## src/rtl/rvc_asap_dmem_arb.sv

```systemverilog
// Round-robin arbiter sharing the single-port data memory between the core (C) and an external port (X).
// Grants are combinational; read data returns one cycle after the grant to the requester that issued the read.
module rvc_asap_dmem_arb #(
   parameter int ADDR_W = 16,
   parameter int CNT_W  = 16
) (
   input  logic              Clock,
   input  logic              Rst,
   input  logic              CReq,
   input  logic              CWr,
   input  logic [ADDR_W-1:0] CAddr,
   input  logic [31:0]       CWrData,
   input  logic [3:0]        CByteEn,
   input  logic              XReq,
   input  logic              XWr,
   input  logic [ADDR_W-1:0] XAddr,
   input  logic [31:0]       XWrData,
   input  logic [3:0]        XByteEn,
   output logic              CGnt,
   output logic              XGnt,
   output logic              CRdValid,
   output logic              XRdValid,
   output logic [31:0]       CRdData,
   output logic [31:0]       XRdData,
   output logic              MemEn,
   output logic              MemWr,
   output logic [ADDR_W-1:0] MemAddr,
   output logic [31:0]       MemWrData,
   output logic [3:0]        MemByteEn,
   input  logic [31:0]       MemRdData,
   output logic [CNT_W-1:0]  CGntCnt,
   output logic [CNT_W-1:0]  XGntCnt
);

   localparam logic [CNT_W-1:0] CNT_ONE = {{(CNT_W-1){1'b0}}, 1'b1};

   logic             last_gnt_q, last_gnt_d;
   logic             rd_pend_q, rd_pend_d;
   logic             rd_owner_q, rd_owner_d;
   logic [CNT_W-1:0] c_cnt_q, c_cnt_d;
   logic [CNT_W-1:0] x_cnt_q, x_cnt_d;
   logic             c_gnt, x_gnt;

   // On a tie the requester that did not win last time goes first (last_gnt_q: 0 = C, 1 = X).
   always_comb begin
      c_gnt = CReq & (~XReq | last_gnt_q);
      x_gnt = XReq & (~CReq | ~last_gnt_q);
   end

   always_comb begin
      MemWr     = 1'b0;
      MemAddr   = '0;
      MemWrData = '0;
      MemByteEn = '0;
      if (c_gnt) begin
         MemWr     = CWr;
         MemAddr   = CAddr;
         MemWrData = CWrData;
         MemByteEn = CByteEn;
      end else if (x_gnt) begin
         MemWr     = XWr;
         MemAddr   = XAddr;
         MemWrData = XWrData;
         MemByteEn = XByteEn;
      end
   end

   always_comb begin
      last_gnt_d = last_gnt_q;
      rd_owner_d = rd_owner_q;
      if (c_gnt) begin
         last_gnt_d = 1'b0;
      end else if (x_gnt) begin
         last_gnt_d = 1'b1;
      end
      rd_pend_d = (c_gnt | x_gnt) & ~MemWr;
      if (rd_pend_d) begin
         rd_owner_d = x_gnt;
      end
      c_cnt_d = (c_gnt && (c_cnt_q != '1)) ? c_cnt_q + CNT_ONE : c_cnt_q;
      x_cnt_d = (x_gnt && (x_cnt_q != '1)) ? x_cnt_q + CNT_ONE : x_cnt_q;
   end

   always_ff @(posedge Clock) begin
      if (Rst) begin
         last_gnt_q <= 1'b1;
         rd_pend_q  <= 1'b0;
         rd_owner_q <= 1'b0;
         c_cnt_q    <= '0;
         x_cnt_q    <= '0;
      end else begin
         last_gnt_q <= last_gnt_d;
         rd_pend_q  <= rd_pend_d;
         rd_owner_q <= rd_owner_d;
         c_cnt_q    <= c_cnt_d;
         x_cnt_q    <= x_cnt_d;
      end
   end

   assign CGnt     = c_gnt;
   assign XGnt     = x_gnt;
   assign MemEn    = c_gnt | x_gnt;
   assign CRdValid = rd_pend_q & ~rd_owner_q;
   assign XRdValid = rd_pend_q & rd_owner_q;
   assign CRdData  = CRdValid ? MemRdData : '0;
   assign XRdData  = XRdValid ? MemRdData : '0;
   assign CGntCnt  = c_cnt_q;
   assign XGntCnt  = x_cnt_q;

endmodule

```

## config.mk

```make
export PLATFORM = sky130hd
export DESIGN_NAME = rvc_asap_dmem_arb
export DESIGN_NICKNAME = d
export VERILOG_FILES = /design/src/rtl/rvc_asap_dmem_arb.sv
export SDC_FILE = /design/constraint.sdc
export NUM_CORES = 1
export LEC_CHECK = 0
export CAP_MARGIN = 20
export CORE_AREA = 2 2 115 117
export DETAILED_ROUTE_END_ITERATION = 10
export DIE_AREA = 0 0 117 119
export GPL_TIMING_DRIVEN = 1
export MAX_ROUTING_LAYER = met4
export PLACE_DENSITY = 0.72
export SYNTH_ARGS = -nofsm -noshare
export SYNTH_HDL_FRONTEND = slang
export SYNTH_SLANG_ARGS = --single-unit
```

## constraint.sdc

```tcl
create_clock -name Clock -period 1.85 [get_ports Clock]
set_input_delay 0.37 -clock Clock [delete_from_list [all_inputs] [get_ports Clock]]
set_output_delay 0.37 -clock Clock [all_outputs]
set_load 0.02 [all_outputs]
```

==> results_dict.tcl <==
set metrics [dict create \
    max_slew_margin_pct 65.6 \
    finClkSkew_ps 5.16 \
    critPathCaptureType "primary output" \
    critPathArrivalTime_ps 1450 \
    postCtsHoldBufs 0 \
    ir_worst_vdd_mv 0.350 \
    antenna_found_initial 10 \
    rows 42 \
    area_delta_synth_final_pct 129 \
    critPathSlowestCell "dfxtp_2" \
    placeableCoreArea_um2 12900 \
    syn-cell-area_um2 2690 \
    wl_per_cell_um 19.0 \
    yosysWarningCount 0 \
    worstSetupPathType "flop to primary output" \
    die_height_um 119 \
    grt_pass1_vias 4013 \
    synth_fp_nets 491 \
    reg2reg_from "last_gnt_q$_SDFFE_PP1P_" \
    synth_edf_count 0 \
    nets 809 \
    wirelength_um 16200 \
    critical_path.startpoint "last_gnt_q$_SDFFE_PP1P_" \
    required_ps 1480 \
    utilization_pct 47.8 \
    fillers 1290 \
    clk_pin_slew_ps 50 \
    grtUsageMet2_pct 36.0 \
    synth-main-ff-cell "dfxtp_1" \
    worstPathCellList "a21bo_4 > clkinv_8 > buf_12 > a22o_1 > buf_2" \
    status "finished clean" \
    grt_util_met3_pct 10.2 \
    cpPeakStageDelay_ps 350 \
    finalMaxSlewViolations 0 \
    dp_hpwl_um 12800 \
    multi_input_area_um2 1880 \
    synth-seq-cells 35 \
    antenna_left 0 \
    io_pins 296 \
    grt_most_used_layer "met2" \
    crit_family "buffers and inverters" \
    die_w_um 117 \
    period_needed_ps 1820 \
    drc 0 \
    worstMarginPinSlew_ps 512 \
    drt_iter0_drc 186 \
    power_mw 2.83 \
    cp_max_fo 16 \
    die_area_um2 13900 \
    synth.area.top_cells "dfxtp_1, a22o_1, and2_1, and3_1, a21oi_1" \
    post-synth-top-area-fraction_pct 26.0 \
    numCtsBuffers 5 \
    leakage_nw 2.71 \
    cp_num_buf_inv 3 \
    cts_tree "yes" \
    drt_first_pass_iters 4 \
    clockBufferDepth 2 \
    yosysTopAreaCell "dfxtp_1" \
    fmaxAchievable_ghz 0.551 \
    synthCells 347 \
    holdCritPathClass "flop to flop" \
    powerDensity_nw_per_um2 460 \
    grt_max_degree 34 \
    cap_violations 0 \
    seqCellArea_um2 707 \
    cts.sinks 35 \
    grt_first_pass_wirelength_um 22800 \
    start_util_pct 20.9 \
    post_drt_via_cell_ratio 4.88 \
    layout-drive-gt1-share_pct 23.4 \
    async_flop_share_pct 0 \
    portBuffers 295 \
    insertion_delay_ps 280 \
    globalRouteMet1Util_pct 26.2 \
    cts-root-buf "clkbuf_16" \
    crit_path_start_kind "flop" \
    syn_area_per_cell_um2 7.76 \
    gp_routability_congestion 0.913 \
    htreeDepth 2 \
    ys_types 41 \
    setup_viol 0 \
    vias 4166 \
    grt_overflow_total 0 \
    synth-seq-area-share_pct 26.0 \
    hold_viol 0 \
    min-delay-start "CGntCnt[1]$_SDFFE_PP0P_" \
    grt_usage_pct 22.3 \
    rsz0062_at_grt "yes" \
    fin_crit_sh_pct 98.1 \
]
## final cells by class
cell class | count | area share [%]
antenna | 11 | 0.447
clock buffer | 8 | 2.54
inverter | 7 | 0.712
multi-input combinational | 275 | 30.5
sequential | 35 | 11.5
tap | 176 | 3.58
timing repair buffer | 341 | 50.7
## path summary, 6_finish.rpt
kind	end	slack, ps	cells after the start
max	MemWrData[1]	30	5
min	CGntCnt[1]$_SDFFE_PP0P_	510	2
max reg2reg	XGntCnt[15]$_SDFFE_PP0P_	40	5
min reg2reg	CGntCnt[1]$_SDFFE_PP0P_	510	2
## tightest hold or removal path: stages (launching register included)
cell,delay (ps)
dfxtp_1,340
nand2_1,70
mux2i_1,50
## registers in the layout, summed over array words and instances, names as in the netlist
register and flops:
CGntCnt 16, XGntCnt 16, last_gnt_q 1, rd_owner_q 1
rd_pend_q 1
## cells in the mapped netlist (2+ instances only)
| cell type | count |
|---|---|
| a211oi_1 | 2 |
| a21oi_1 | 23 |
| a22o_1 | 52 |
| and2_1 | 35 |
| and3_1 | 35 |
| and4_1 | 2 |
| clkbuf_1 | 28 |
| dfxtp_1 | 35 |
| ha_1 | 2 |
| inv_1 | 6 |
| nand2_1 | 17 |
| nand2b_1 | 2 |
| nand3_1 | 8 |
| nand3b_1 | 2 |
| nand4_1 | 13 |
| nor2_1 | 4 |
| nor2b_1 | 2 |
| nor3_1 | 6 |
| nor4_1 | 5 |
| o21ai_0 | 13 |
| o311ai_0 | 3 |
| o31ai_1 | 10 |
| o41ai_1 | 4 |
| or2_2 | 3 |
| or3_1 | 10 |
| or4_1 | 10 |
## cells in the final DEF (no fill, tap or decap), types with 21 or more instances in the layout
cell             instances
dlygate4sd2_1           31
and2_1                  35
a22o_1                  51
clkdlybuf4s50_1        171
buf_4                   35
and3_1                  35
buf_2                   47
a21oi_1                 23
dfxtp_1                 30
clkbuf_2                21
## per-layer routing
metal	wire length, um	up-vias	part of all wire, %
met2	7510	209	46
li1	-	2019	-
met1	6650	1929	41
met3	1940	9	12
met4	89	0	0.55
met5	0	-	0
## kinds of logic (layout without fill, tap and decap cells)
family / after synthesis / in the layout / share of synthesized area (%)
buf+inv: 37 / 356 / 5.44
compound gates: 116 / 116 / 32.5
fa+ha+maj: 2 / 2 / 0.930
other cells: 0 / 11 / 0
flops: 35 / 35 / 26.0
simple gates: 155 / 155 / 34.4
mux: 2 / 2 / 0.790
## repair_timing
item	CTS	global route
cloned	4	1
resized for setup	314	71
buffers inserted	0	1
endpoints found under the setup margin	134	89
pin swaps	2	5
## per-stage QoR
step	setup TNS [ps]	std cells	hold WS, ps	worst slack, ps	cell area, um2
floorplan	0	347	503	4.23	2710
global placement	-55040	828	491	-773	6130
detailed placement	-56410	828	503	-775	6130
CTS	0	840	507	2.90	6110
global route	-472	852	523	-22.6	6150
finish	0	853	510	34.7	6150
## report_power, final
group	switching, mW	internal [mW]	leakage, nW
logic	0.553	0.619	2.35
clock network	0.308	0.573	0.0772
registers	0.0126	0.767	0.285
(Power assumes the default switching activity.)
